--- src/rtl/snax_simbacore_csr_launcher.sv ---
// Launcher between the SNAX CSR manager and the SimbaCore io_config port.
// It latches one job, issues it to the core, then counts output beats until the job is done.
module snax_simbacore_csr_launcher #(
    parameter int RegDataWidth = 32,
    parameter int CfgRegCount  = 5,
    parameter int NumOutPorts  = 4
) (
    input  logic                                        clk_i,
    input  logic                                        rst_i,
    input  logic [CfgRegCount:0][RegDataWidth-1:0]      csr_reg_set_i,
    input  logic                                        csr_reg_set_valid_i,
    output logic                                        csr_reg_set_ready_o,
    output logic [1:0][RegDataWidth-1:0]                csr_reg_ro_set_o,
    output logic [CfgRegCount-1:0][RegDataWidth-1:0]    core_cfg_o,
    output logic                                        core_cfg_valid_o,
    input  logic                                        core_cfg_ready_i,
    input  logic [NumOutPorts-1:0]                      out_fire_i,
    output logic                                        busy_o
);

    localparam int PopW = $clog2(NumOutPorts + 1);

    typedef enum logic [1:0] {
        IDLE,
        ISSUE,
        RUN
    } state_t;

    state_t state, state_next;

    logic [RegDataWidth-1:0] expected_q;
    logic [RegDataWidth-1:0] beat_cnt;
    logic [RegDataWidth-1:0] cycle_cnt;
    logic [RegDataWidth-1:0] cycle_inc;
    logic [RegDataWidth-1:0] last_cycles;
    logic                    done;
    logic [PopW-1:0]         fire_count;
    logic [RegDataWidth:0]   beat_sum;
    logic                    accept;
    logic                    complete;

    // The beat sum carries one extra bit so a large expected count never wraps.
    always_comb begin
        fire_count = '0;
        for (int i = 0; i < NumOutPorts; i++) begin
            fire_count = fire_count + PopW'(out_fire_i[i]);
        end
        beat_sum  = {1'b0, beat_cnt} + (RegDataWidth + 1)'(fire_count);
        cycle_inc = (cycle_cnt == '1) ? cycle_cnt : cycle_cnt + RegDataWidth'(1);
        accept    = (state == IDLE) && csr_reg_set_valid_i;
        complete  = (state == RUN) && (beat_sum >= {1'b0, expected_q});
    end

    always_ff @(posedge clk_i) begin
        if (rst_i) begin
            state <= IDLE;
        end else begin
            state <= state_next;
        end
    end

    always_comb begin
        state_next = state;
        case (state)
            IDLE:    if (csr_reg_set_valid_i) state_next = ISSUE;
            ISSUE:   if (core_cfg_ready_i) state_next = RUN;
            RUN:     if (complete) state_next = IDLE;
            default: state_next = IDLE;
        endcase
    end

    always_ff @(posedge clk_i) begin
        if (rst_i) begin
            core_cfg_o  <= '0;
            expected_q  <= '0;
            beat_cnt    <= '0;
            cycle_cnt   <= '0;
            last_cycles <= '0;
            done        <= 1'b0;
        end else if (accept) begin
            core_cfg_o <= csr_reg_set_i[CfgRegCount-1:0];
            expected_q <= csr_reg_set_i[CfgRegCount];
            beat_cnt   <= '0;
            cycle_cnt  <= '0;
            done       <= 1'b0;
        end else if (state == RUN) begin
            if (complete) begin
                last_cycles <= cycle_inc;
                done        <= 1'b1;
            end else begin
                beat_cnt  <= beat_sum[RegDataWidth-1:0];
                cycle_cnt <= cycle_inc;
            end
        end
    end

    // Every output is a decode of the state register or a flop, never of an input.
    always_comb begin
        csr_reg_set_ready_o    = (state == IDLE);
        core_cfg_valid_o       = (state == ISSUE);
        busy_o                 = (state != IDLE);
        csr_reg_ro_set_o       = '0;
        csr_reg_ro_set_o[0][0] = (state != IDLE);
        csr_reg_ro_set_o[0][1] = done;
        csr_reg_ro_set_o[1]    = last_cycles;
    end

endmodule
--- config.mk ---
export PLATFORM = sky130hd
export DESIGN_NAME = snax_simbacore_csr_launcher
export DESIGN_NICKNAME = d
export VERILOG_FILES = /design/src/rtl/snax_simbacore_csr_launcher.sv
export SDC_FILE = /design/constraint.sdc
export NUM_CORES = 1
export LEC_CHECK = 0
export ABC_CLOCK_PERIOD_IN_PS = 9800
export CAP_MARGIN = 20
export CORE_AREA = 2 2 164 166
export DETAILED_ROUTE_END_ITERATION = 8
export DIE_AREA = 0 0 166 168
export PLACE_DENSITY = 0.85
export SYNTH_ARGS = -nofsm -noshare
export SYNTH_HDL_FRONTEND = slang
export SYNTH_SLANG_ARGS = --single-unit
--- constraint.sdc ---
create_clock -name clk_i -period 9.8 [get_ports clk_i]
set_input_delay 1.96 -clock clk_i [delete_from_list [all_inputs] [get_ports clk_i]]
set_output_delay 1.96 -clock clk_i [all_outputs]
set_load 0.01 [all_outputs]
==> results of run 1 <==
[final timing paths]
kind	end	cells after the start	slack, ns	from
worst max-delay path	beat_cnt[2]$_SDFFE_PP0P_	21	2.35	out_fire_i[0]
worst min-delay path	core_cfg_o[51]$_SDFFE_PP0P_	2	0.45	core_cfg_o[51]$_SDFFE_PP0P_
worst max register to register	beat_cnt[2]$_SDFFE_PP0P_	19	4.34	beat_cnt[0]$_SDFFE_PP0P_
worst min register to register	core_cfg_o[51]$_SDFFE_PP0P_	2	0.45	core_cfg_o[51]$_SDFFE_PP0P_
[area by class of cell]
type	count	area, um2
clock inverters	27	382
flip-flops and latches	291	5830
clock buffers	31	776
well taps	341	427
diodes	7	17.5
repair buffers	407	4120
fillers	2035	8350
multi-input cells	1185	6300
inverters	40	150
[tightest hold or removal path, delay by kind of cell (launching register included)]
kind / cells / cell delay, ns
and+or+nand+nor: 1 / 0.05
AOI/OAI and AO/OA: 1 / 0.05
DFF: 1 / 0.31
[routing by layer]
metal,track usage,up-vias,part of all wire
li1,-,6137,-
met1,0.341,5915,0.40
met2,0.456,476,0.48
met3,0.0731,97,0.080
met4,0.105,0,0.035
met5,0,-,0
[logic make-up after synthesis]
kind of cell             after synthesis  share of synthesized area
AO/OA/AOI/OAI                        403                      0.176
XOR/XNOR                              61                     0.0417
adder cells (fa/ha/maj)               37                     0.0379
buffers and inverters                181                     0.0648
flip-flops                           291                      0.454
other                                  1                   0.000292
AND/OR/NAND/NOR                      654                      0.225
[Yosys cell counts, drive strengths merged]
library cell	number	area, um2
a2111oi	1	8.76
a211o	1	8.76
a211oi	34	260
a21o	7	52.6
a21oi	285	1430
a221o	1	10.0
a311o	1	10.0
a311oi	1	8.76
a31o	9	78.8
a32oi	1	8.76
and2	11	71.3
and3	14	87.6
and4	10	87.6
buf	47	325
clkbuf	94	355
conb	1	3.75
dfxtp	291	5830
fa	3	60.1
ha	34	425
inv	40	150
nand2	452	1700
nand2b	4	25.0
nand3	28	150
nand3b	4	30.0
nand4	27	169
nand4b	1	8.76
nand4bb	1	11.3
nor2	41	156
nor2b	3	18.8
nor3	8	40.0
nor4	5	31.3
o2111ai	1	8.76
o211ai	11	82.6
o21a	2	15.0
o21ai	35	175
o311ai	6	52.6
o31ai	7	52.6
or2	3	18.8
or3	28	175
or4	14	105
xnor2	34	298
xor2	27	236
[metrics by stage]
| stage | std cells | util | worst slack, ns | cell area [um2] |
|---|---|---|---|---|
| global route | 2329 | 0.683 | 1.81 | 18000 |
| global placement | 2260 | 0.635 | 1.80 | 16700 |
| finish | 2329 | 0.683 | 2.35 | 18000 |
| detailed placement | 2261 | 0.636 | 1.61 | 16700 |
| floorplan | 1657 | - | 3.07 | 12900 |
| CTS | 2319 | 0.680 | 2.21 | 17900 |
[cells in the final DEF (no fill, tap or decap), types with 26 or more instances in the layout]
master / instances
sky130_fd_sc_hd__nand2_1: 451
sky130_fd_sc_hd__clkdlybuf4s50_1: 395
sky130_fd_sc_hd__dfxtp_1: 291
sky130_fd_sc_hd__a21oi_1: 285
sky130_fd_sc_hd__inv_1: 40
sky130_fd_sc_hd__nor2_1: 39
sky130_fd_sc_hd__o21ai_0: 35
sky130_fd_sc_hd__xnor2_1: 34
sky130_fd_sc_hd__ha_1: 34
sky130_fd_sc_hd__a211oi_1: 33
sky130_fd_sc_hd__clkbuf_16: 31
sky130_fd_sc_hd__conb_1: 30
sky130_fd_sc_hd__or3_1: 28
sky130_fd_sc_hd__nand4_1: 27
sky130_fd_sc_hd__xor2_1: 27
sky130_fd_sc_hd__nand3_1: 26
[state kept, by name, indices dropped and copies added (netlist names)]
signal / cells
beat_cnt: 32
core_cfg_o: 160
done: 1
cycle_cnt: 32
state: 2
expected_q: 32
last_cycles: 32
[power by group through the flow]
stage / registers, mW / clock network (mW) / logic [mW]
finish: 1.27 / 1.33 / 0.424
global route: 1.27 / 1.39 / 0.460
detailed placement: 1.29 / 0 / 0.415
CTS: 1.27 / 1.35 / 0.419
global placement: 1.29 / 0 / 0.408
floorplan: 1.31 / 0 / 0.176
==> impl.org, run 1 <==
** Status
- Run status :: finished clean

** Route
- Number of detailed-route iterations in the first pass :: 8
- Post-detailed-route count of antenna-violating nets :: 0
- In the routed layout, each cell is associated on average with a via count of 5.42.
- Via count :: 12,600
- The first routing iteration left between 900 and 1,000 violations.
- DRC violation count after routing :: 0
- The routed design has around 40 mm of wire.
- After detailed routing, the average wire length per cell comes to 17.3 um.

** Floorplanning
- Core Box Area :: 0.0264 mm2
- Num ports :: 427
- After floorplanning, the core was divided into 60 placement rows.
- Width of the die :: 166 um
- The die is 168 um tall.
- Die footprint :: 0.0279 mm2
- Starting density of the core :: 0.487

** Timing
- Clock Skews :: 0.0148 ns
- On the final layout, the worst hold slack is about 0.45 ns.
- In the finished design, the share of the clock period the worst path needs comes to 0.760.
- Fmax :: 134 MHz
- Transition at the pin with the smallest max-transition slack :: 1.13 ns
- Total negative slack :: 0 ns
- Setup violations remaining at the end of the flow were counted as 0.
- Final number of hold-violating endpoints :: 0
- Final critical delay including setup and external delays :: 7.45 ns
- Max Slew Vio Count :: 0
- Max-Slew Margin vs Limit :: 0.244
- Unrepaired setup endpoints after global routing :: false

** Critical path
- Traced cell by cell, the critical path runs through clkdlybuf4s50_1 -> fa_1 -> inv_1 -> fa_1 -> inv_1 -> fa_1 -> nand3_2 -> or2_2 -> nor3_1 -> nand4_1 -> nor2_1 -> xor2_1 -> ha_1 -> a21oi_1 -> nor3_1 -> a2111oi_0 -> nand4_1 -> a211oi_4 -> buf_4 -> a21oi_1 -> a31o_2.
- Most common cell type on the critical path :: sky130_fd_sc_hd__fa_1
- CP max-delay cell :: sky130_fd_sc_hd__a211oi_4
- Category of the critical setup timing path :: in2reg
- Data on the critical path is required at its endpoint by 10.25 ns.
- Worst Setup End Kind :: register
- The kind of cell with the highest combined delay along the critical path is simple AND/OR/NAND/NOR gates.
- In this run the worst path has a maximum fanout of 19.
- The largest single stage delay on the critical path is between 0.6 and 0.7 ns.
- Buf/Inv on CP :: 4
- Data on the critical path arrives at its endpoint at 7.90 ns.
- The worst setup path is launched from a primary input.

** Logic synthesis
- Number of distinct library cells after synthesis :: a little over 50
- The share of the Yosys chip area taken by registers is 0.454.
- After technology mapping, the gate count stands at 1,628.
- For this run, the number of Yosys warnings is 0.
- The synthesized netlist occupies a cell area of 0.0128 mm2.
- A synthesized cell averages 7.88 um2.
- FF+latch count, synth :: 291

** Final layout
- In the final design database the tool counted 2,193 nets.
- In the final layout, the share of cells above drive strength 1 is 0.0464.
- Synth-to-Final Area Change :: 40.4%

** Power and ir drop
- In this run the power spent charging and discharging nets is 0.760 mW.
- Pleak :: ~6.6 nW
- Of the total power, the share spent switching nets is 0.252.
- The share of total power dissipated in sequential elements is 0.420.
- Max VDD drop :: 0.178 mV
- Summing internal, switching and leakage power gives 3.02 mW.
- Of the total power, the clock network draws 0.440.
- Portion of total power attributed to combinational logic :: 0.140
- Internal power component :: 2.26 mW
- Power spread over the standard cell area amounts to about 170 mW/mm2.

** Clock network
- TritonCTS clock tree :: yes
- Clock latency on the worst-skew pair, taken at its later pin, is 0.57 ns.
- Buffers inserted during clock tree synthesis total 31.
- In this run the post-CTS setup repair buffer count came out at 0.
- Root cell of the clock tree :: sky130_fd_sc_hd__clkbuf_16
- Clock-pin slew was measured on the worst setup and hold paths at 0.06 ns.
- # H-tree levels :: 1
- The tree built by TritonCTS fans out to a little under 300 sinks.
- No sink is reached through more buffers than the 3 on the longest clock path.
- Once the clock tree was built, the resizer swapped 0 gates to a different size.
- Hold buffer count at cts :: 0

** GRT
- Remaining global-route overflow :: 0
- Entering global routing, the biggest net connects 126 pins.
- GRT Overall Usage :: 0.274
- Number of antenna violations at the first check in global routing :: 7
- Number of global-route vias before repair :: 12,000
- The first global-routing pass estimated 63.1 mm of wire.

** Placed design
- Detailed placement ended at an HPWL of 27.9 mm.
- At the end of routability-driven placement, the weighted congestion stood at about 0.85.
- I/O Buffers :: 396

** Job
- Max-cap violations in this run came to 0.

** Hold path
- The tightest min-delay check is of the reg2reg type.
Note: power is estimated with default switching activity, not from simulation.
==> run 2, diff against run 1 <==
==> config.mk (replaced) <==
export PLATFORM = sky130hd
export DESIGN_NAME = snax_simbacore_csr_launcher
export DESIGN_NICKNAME = d
export VERILOG_FILES = /design/src/rtl/snax_simbacore_csr_launcher.sv
export SDC_FILE = /design/constraint.sdc
export NUM_CORES = 1
export LEC_CHECK = 0
export ABC_CLOCK_PERIOD_IN_PS = 7250
export CAP_MARGIN = 20
export CORE_UTILIZATION = 46
export DETAILED_ROUTE_END_ITERATION = 8
export PLACE_DENSITY = 0.8
export SYNTH_ARGS = -nofsm -noshare
export SYNTH_HDL_FRONTEND = slang
export SYNTH_SLANG_ARGS = --single-unit
==> constraint.sdc (replaced) <==
create_clock -name clk_i -period 7.25 [get_ports clk_i]
set_input_delay 1.45 -clock clk_i [delete_from_list [all_inputs] [get_ports clk_i]]
set_output_delay 1.45 -clock clk_i [all_outputs]
set_load 0.01 [all_outputs]
==> run 2 against run 1 <==
Compared with the run above: via count is 0.86% lower; critical path depth is 1 higher; critical path type unchanged; cell count is 1.9% higher; sequential power is 35% higher; sequential share of layout area is 0.20 points lower; cell area is 0.63% higher; register-to-register slack worse by 2.2 ns; largest cell class unchanged.
==> impl.org, run 2 (synthesized netlist as in run 1, its figures left out) <==
** Status
- The flow ran to the end, and the final reports show no timing, DRC or antenna violations.

** Timing
- Setup repair after global routing left no endpoint under its margin.
- Total negative slack :: 0 ns (unchanged)
- Max-Slew Margin vs Limit :: 0.320 (+0.0761)
- Fmax :: 150 MHz
- Post-layout worst setup margin :: 0.565 ns (-1.79 ns)
- Final setup violation count :: 0 (unchanged)
- The worst-case clock skew is 0.0132 ns (-0.00166 ns).
- Max Slew Vio Count :: 0 (unchanged)
- Final period utilization :: 0.922
- Tightest hold margin :: 0.450 ns (-0.00305 ns)
- The count of endpoints failing hold in the final timing report came to 0 (unchanged).
- The transition at the pin with the smallest max-transition slack came to 1.02 ns (-0.114 ns).
- Final critical delay including setup and external delays :: 6.69 ns

** Placed design
- Final weighted congestion of routability-driven global placement :: 0.891 (+5.4%)
- The post-detailed-placement half-perimeter wirelength was 28.1 mm (+0.66%).
- The number of placed instances with taps included was 2,306 (+2.0%).
- Area of placed instances :: 0.0169 mm2 (+1.1%)
- The count of port buffers added during placement is 396 (unchanged).
- The placement-stage worst setup slack came to 0.0722 ns (-1.53 ns).

** Clock network
- CTS buffer count :: 34 (+9.7%)
- The total clock sinks came to 291 (unchanged).
- The number of H-tree branching levels is 2 (+1).
- The buffer count from post-CTS setup fixing was 0 (unchanged).
- The clock slew at the register clock pins of the worst setup and hold paths came to 0.06 ns (about the same).
- The number of resized instances in the post-cts repair step came to 0 (unchanged).
- TritonCTS built the clock tree.
- The number of buffers on the longest clock path came to 3 (unchanged).
- The root buffer cell chosen for the clock tree is sky130_fd_sc_hd__clkbuf_16.
- The clock latency on the worst-skew pair is 0.51 ns (-0.06 ns).
- Hold buffer count at cts :: 0 (unchanged)

** Final layout
- The final net count is 2,207 (+0.64%).
- The final instance count without filler cells is 2,373 (+1.9%).
- More flip-flops sit in one register than any other, and that register is core_cfg_o.
- Final design utilization :: 0.666 (-0.0166)
- The area growth from synthesis to layout is 41.3%.
- Leaving out fill and tap cells, the most frequent cell in the layout is sky130_fd_sc_hd__nand2_1.
- Max FFs per register :: 160 (unchanged)
- Fill cells :: 2,265 (+11%)
- The fraction of final layout cells with drive strength greater than 1 came to 0.0511 (+0.00469).
- Area of the multi-input gates :: 0.00630 mm2 (unchanged)
- The area taken by flip-flops and latches is 0.00583 mm2 (unchanged).
- The post-route cell area was 0.0181 mm2 (+0.63%).
- In the layout the commonest cells are 451 x sky130_fd_sc_hd__nand2_1, 395 x sky130_fd_sc_hd__clkdlybuf4s50_1, 291 x sky130_fd_sc_hd__dfxtp_1.

** Route
- The remaining number of nets flagged by the antenna check after routing is 0 (unchanged).
- The aggregate routed wire length was 39.4 mm (-2.0%).
- Number of detailed-route iterations in the first pass :: 4 (-4)
- The remaining routing DRC violations is 0 (unchanged).
- Routed WL per cell :: 16.6 um (-3.8%)
- The total number of vias came to 12,500 (-0.86%).
- The per-cell via count in the routed design is 5.27 (-2.7%).
- The initial detailed-routing violation count is 738 (-22%).

** Power and ir drop
- The overall power consumption is 4.04 mW (+34%).
- Pleak :: 6.67 nW (+0.95%)
- The maximum resistive drop on vdd was 0.169 mV (-4.9%).
- PD cells :: 223 mW/mm2 (+33%)

** GRT
- Remaining global-route overflow :: 0 (unchanged)
- The via count of the first global-routing pass came to 11,900 (-1.5%).
- Largest net degree at the start of global routing :: 100 (-21%)
- First-pass GRT wire length :: 61.6 mm (-2.2%)
- The initial antenna violation count was 6 (-1).
- GRT Overall Usage :: 0.269 (-0.00530)

** Critical path
- The critical path in this run is classified as in2reg.
- STA classifies the critical path endpoint as a register.
- The worst endpoint data arrival time is 7.14 ns (-0.76 ns).
- The worst setup path is launched from a primary input.
- Data required time of the critical path :: 7.70 ns (-2.55 ns)
- The highest fanout seen on the critical path is 42 (+23).

** Floorplanning
- Width of the die :: 169 um (+1.8%)
- The floorplan row count came to 60 (unchanged).
- Die footprint :: 0.0285 mm2 (+2.4%)
- The I/O pin count was 427 (unchanged).
- The standard cell core area is 0.0272 mm2 (+3.1%).
- The effective utilization at floorplan was 0.472 (-0.0148).
- The height of the die came to 169 um (+0.57%).

** Job
- The max-capacitance violation count came to 0 (unchanged).

** Hold path
- The min-delay analysis places its worst path in the category reg2reg.
## run 2: layout make-up
cell class | count | area share
Multi-Input combinational cell | 1185 | 0.348
Tap cell | 372 | 0.0257
Timing Repair Buffer | 418 | 0.231
Clock inverter | 12 | 0.00642
Sequential cell | 291 | 0.322
Inverter | 40 | 0.00829
Clock buffer | 49 | 0.0580
Antenna cell | 6 | 0.000829
## run 2: final timing paths
path | start | to | slack (ns) | cells past startpoint
worst max-delay path | out_fire_i[0] | cycle_cnt[21]$_SDFFE_PP0P_ | 0.56 | 22
worst min-delay path | core_cfg_o[2]$_SDFFE_PP0P_ | core_cfg_o[2]$_SDFFE_PP0P_ | 0.45 | 2
worst max register to register | beat_cnt[0]$_SDFFE_PP0P_ | cycle_cnt[21]$_SDFFE_PP0P_ | 2.12 | 20
worst min register to register | core_cfg_o[2]$_SDFFE_PP0P_ | core_cfg_o[2]$_SDFFE_PP0P_ | 0.45 | 2
## run 2: metal layers
metal / part of all wire / vias to the layer above / GRT usage
li1: - / 6163 / -
met1: 0.41 / 5863 / 0.324
met2: 0.49 / 404 / 0.453
met3: 0.071 / 86 / 0.0704
met4: 0.032 / 0 / 0.111
met5: 0 / - / 0
## run 2: power by group
part           switching [mW]  internal, mW  total [mW]
Combinational           0.291         0.278       0.568
Clock                   0.673          1.08        1.75
Sequential             0.0395          1.67        1.71
## run 2: worst max-delay path, cell delays in order
cell and delay [ns]:
sky130_fd_sc_hd__clkdlybuf4s50_1 0.45, sky130_fd_sc_hd__fa_1 0.56, sky130_fd_sc_hd__inv_1 0.05, sky130_fd_sc_hd__fa_1 0.39
sky130_fd_sc_hd__inv_1 0.08, sky130_fd_sc_hd__fa_1 0.29, sky130_fd_sc_hd__nand3_2 0.14, sky130_fd_sc_hd__or2_2 0.38
sky130_fd_sc_hd__nor3_1 0.28, sky130_fd_sc_hd__nand4_1 0.22, sky130_fd_sc_hd__nor2_1 0.18, sky130_fd_sc_hd__xor2_1 0.20
sky130_fd_sc_hd__ha_1 0.28, sky130_fd_sc_hd__a21oi_1 0.14, sky130_fd_sc_hd__nor3_1 0.06, sky130_fd_sc_hd__a2111oi_0 0.45
sky130_fd_sc_hd__buf_4 0.20, sky130_fd_sc_hd__nand4_1 0.13, sky130_fd_sc_hd__a211o_2 0.38, sky130_fd_sc_hd__buf_4 0.26
sky130_fd_sc_hd__or4_1 0.49, sky130_fd_sc_hd__nand2_1 0.08
==> run 3, diff against run 2 <==
--- a/config.mk
+++ b/config.mk
@@ -10,6 +10,7 @@
 export CORE_UTILIZATION = 46
 export DETAILED_ROUTE_END_ITERATION = 8
 export PLACE_DENSITY = 0.8
+export SLEW_MARGIN = 0
 export SYNTH_ARGS = -nofsm -noshare
 export SYNTH_HDL_FRONTEND = slang
 export SYNTH_SLANG_ARGS = --single-unit
==> results of run 3 <==
The final DEF is identical to that of run 2; final timing and power are the same.
==> edit 1, RTL diff (config.mk and constraints of run 1) <==
Encoding of `state_t`: now one-hot (3 bits for 3 states).
--- a/src/rtl/snax_simbacore_csr_launcher.sv
+++ b/src/rtl/snax_simbacore_csr_launcher.sv
@@ -20,10 +20,10 @@
 
     localparam int PopW = $clog2(NumOutPorts + 1);
 
-    typedef enum logic [1:0] {
-        IDLE,
-        ISSUE,
-        RUN
+    typedef enum logic [2:0] {
+        IDLE  = 3'b001,
+        ISSUE = 3'b010,
+        RUN   = 3'b100
     } state_t;
 
     state_t state, state_next;
Check against the original RTL: no difference found for any inputs over 4 cycles, from zero or initial values and one cycle with rst_i high; so few cycles prove little.
==> edit 1 against run 1 <==
  * Hold slack barely moved
  * Count of clock-buffer cells in the layout rose by 8
  * Sequential cell count rose by 1
  * Clock power fell by 5%
  * Area after synthesis rose by 0.60%
  * Total power fell by 1.3%
  * Non-clock buffer count did not move
  * Highest routed layer unchanged
  * Cell area fell by 0.19%
  * Worst setup slack got worse by 0.33 ns
  * Routed wire length did not move
  * Critical path depth rose by 1
==> edit 1: results (changes against run 1) <==
post-synthesis mux area share=0.242% (was 0%); final setup fails=0 (unchanged); Final GP Congestion=0.878 (was 0.845); first-pass GRT wire length=62.3 mm (was 63.1 mm); DR pass1 iterations=5 (was 8); status=finished, final reports clean (unchanged); Root Buffer=clkbuf_16 (unchanged); worst slack, placed=1.21 ns (was 1.61 ns); synth top area cells=dfxtp_1 45%, nand2_1 12%, a21oi_1 9.5% (was dfxtp_1 45%, nand2_1 13%, a21oi_1 11%); Synth Area in Compound Gates=15.4% (was 17.6%); Non-Filler Instances=2,307 (was 2,329); maximum VDD drop=0.000179 V (was 0.000178 V); initial antenna violation count=9 (was 7); Worst Max-Slew Pin Slew=1.05 ns (was 1.13 ns); critical path's slowest cell=a21boi_4 (was a211oi_4); overall routing resource usage=27.1% (was 27.4%); I/O Buffers=396 (unchanged); top cells by count, synth=426 x nand2_1, 292 x dfxtp_1, 246 x a21oi_1, 82 x clkbuf_1, 79 x nor2_1 (was 452 x nand2_1, 291 x dfxtp_1, 285 x a21oi_1, 92 x clkbuf_1); Via-to-Cell Ratio=5.35 (was 5.42); Fill cells=2,046 (was 2,035); max reg flops=160 (unchanged); number of global-route vias before repair=12,100 (was 12,000); hold_buf cts=0 (unchanged); Biggest register=core_cfg_o (unchanged); largest net degree at the start of global routing=102 (was 126); placed wire-length estimate=27.6 mm (was 27.9 mm); Worst EP arrival=8.21 ns (was 7.90 ns); clock slew at reported path FFs=0.06 ns (about the same); Synth Area in Adders=3.76% (was 3.79%); layout cells sized above 1=6.34% (was 4.64%); CP max stage delay=0.80 ns (was 0.69 ns); Fin Clk Skew=0.00821 ns (was 0.0148 ns); Synth Flop Type=dfxtp_1 (unchanged); DRT Wirelength=40.2 mm (unchanged); Synth Warn #=0 (unchanged); Max Fanout on Critical Path=38 (was 19); CTS Buf Count=31 (unchanged); Post-Syn Area per Cell=8.06 sq um (was 7.88 sq um); Leakage Power=6.45 nW (was 6.61 nW); sequential area share after synthesis=45.3% (was 45.4%); class of the worst hold path=flip-flop to flip-flop (unchanged); count of cell types in the netlist=53 (was 51); async set or reset register ratio after synthesis=0% (unchanged); Worst-Skew Late Latency=0.56 ns; PostCTS Resize Cnt=0 (unchanged); placed insts=2,242 (was 2,261); DRT iter0 DRCs=825 (was 943); Post-Synth XOR/XNOR Area=5.50% (was 4.17%); MaxCap Viol Count=0 (unchanged); Clock Path Buffers=3 (unchanged); Post-CTS Setup Bufs=0 (unchanged); H-tree lvl count=1 (unchanged); dpl cell area=16,800 sq um (was 16,700 sq um)
==> edit 1: final timing paths <==
kind	startpoint	to	slack [ns]	cells after the start
hold / removal	core_cfg_o[54]$_SDFFE_PP0P_	core_cfg_o[54]$_SDFFE_PP0P_	0.45	2
hold reg to reg	core_cfg_o[54]$_SDFFE_PP0P_	core_cfg_o[54]$_SDFFE_PP0P_	0.45	2
setup reg to reg	beat_cnt[0]$_SDFFE_PP0P_	last_cycles[26]$_SDFFE_PP0P_	4.06	20
setup / recovery	out_fire_i[0]	last_cycles[26]$_SDFFE_PP0P_	2.02	22
==> edit 1: metal layers <==
| metal | wire, microns | part of all wire (%) | GRT usage, % | vias up |
|---|---|---|---|---|
| met3 | 2910 | 7.2 | 7.01 | 102 |
| li1 | - | - | - | 5948 |
| met5 | 0 | 0 | 0 | - |
| met1 | 15400 | 38 | 30.8 | 5847 |
| met2 | 20300 | 50 | 47.9 | 442 |
| met4 | 1630 | 4.1 | 12.5 | 0 |
==> edit 1: critical path: cells and delay by family <==
family          cells  cell delay [ns]
compound gates      4             1.49
xor+xnor            1             0.18
fa+ha+maj           3             1.29
buf+inv             4             1.06
mux                 1             0.22
simple gates        9             1.98
==> edit 1: cell type report <==
cell class              instances  area share [%]
multi-input cells            1162            35.4
flip-flops and latches        292            32.5
repair buffers                407            22.7
clock buffers                  39            4.76
well taps                     341            2.37
clock inverters                16            1.32
inverters                      41           0.857
diodes                          9           0.125
==> edit 1: stage by stage <==
| stage | util [%] | power, mW |
|---|---|---|
| 2_1_floorplan | - | 1.51 |
| 3_3_place_gp | 63.9 | 1.73 |
| 3_5_place_dp | 63.9 | 1.74 |
| 4_1_cts | 68.0 | 2.99 |
| 5_1_grt | 68.2 | 3.08 |
| 6_report | 68.2 | 2.98 |
==> edit 1: kinds of logic after synthesis <==
group                    Yosys count
other                              1
adder cells (fa/ha/maj)           37
XOR/XNOR                          81
AND/OR/NAND/NOR                  677
AO/OA/AOI/OAI                    334
buffers and inverters            175
flip-flops                       292
multiplexers                       3
==> edit 1: where the power goes <==
part           total, mW  switching (mW)  internal [mW]
combinational      0.438           0.227          0.211
clock               1.26           0.491          0.771
sequential          1.28          0.0328           1.25
total               2.98           0.751           2.23
==> edit 2, RTL diff (settings of run 1) <==
Made on the original files. `CfgRegCount`: 5 -> 10.
--- a/src/rtl/snax_simbacore_csr_launcher.sv
+++ b/src/rtl/snax_simbacore_csr_launcher.sv
@@ -2,7 +2,7 @@
 // It latches one job, issues it to the core, then counts output beats until the job is done.
 module snax_simbacore_csr_launcher #(
     parameter int RegDataWidth = 32,
-    parameter int CfgRegCount  = 5,
+    parameter int CfgRegCount  = 10,
     parameter int NumOutPorts  = 4
 ) (
     input  logic                                        clk_i,
Interface: changed (resized core_cfg_o and csr_reg_set_i); port bits go from 427 to 747. No check against the original RTL was run, so the function may have changed too.
==> edit 2 against run 1 <==
  * Area after synthesis rose by 43%
  * The flow now stops in I/O pin placement
==> edit 2: results (changes against run 1) <==
row cnt=60 (unchanged); sequential area share after synthesis=49.4% (was 45.4%); Last stage=I/O pin placement; status=stopped before the end (was finished, final reports clean); Synth Flop Type=dfxtp_1 (unchanged); Synth Warn #=0 (unchanged); top cells by count, synth=756 x nand2_1, 451 x dfxtp_1, 422 x a21oi_1, 137 x clkbuf_1, 58 x nor2_1 (was 452 x nand2_1, 291 x dfxtp_1, 285 x a21oi_1, 92 x clkbuf_1); first error=[ERROR PPL-0024] Number of IO pins (747) exceeds maximum number of available positions (598). Increase the die perimeter from 668.00um to 1015.92um.; register bit total from synthesis=451 (was 291); count of cell types in the netlist=55 (was 51); synth top area cells=dfxtp_1 49%, nand2_1 16%, a21oi_1 12% (was dfxtp_1 45%, nand2_1 13%, a21oi_1 11%); Post-Syn Area per Cell=7.95 sq um (was 7.88 sq um); async set or reset register ratio after synthesis=0% (unchanged)
==> edit 2: cell types whose count changed after synthesis, sizes merged, moves of 11 or more <==
| cell | change |
|---|---|
| nand2 | +305 |
| dfxtp | +160 |
| a21oi | +137 |
| clkbuf | +43 |
| nor2 | +18 |
| a211oi | -16 |
| mux2i | +13 |
| or3 | +12 |
| nand4 | -11 |
==> edit 2: cell families after synthesis <==
logic type	after synthesis	share of synthesized area [%]
AO/OA/AOI/OAI	519	15.5
XOR/XNOR	60	2.87
adder cells (fa/ha/maj)	37	2.65
buffers and inverters	229	5.76
flip-flops	451	49.4
multiplexers	13	0.712
other	1	0.0205
AND/OR/NAND/NOR	989	23.1
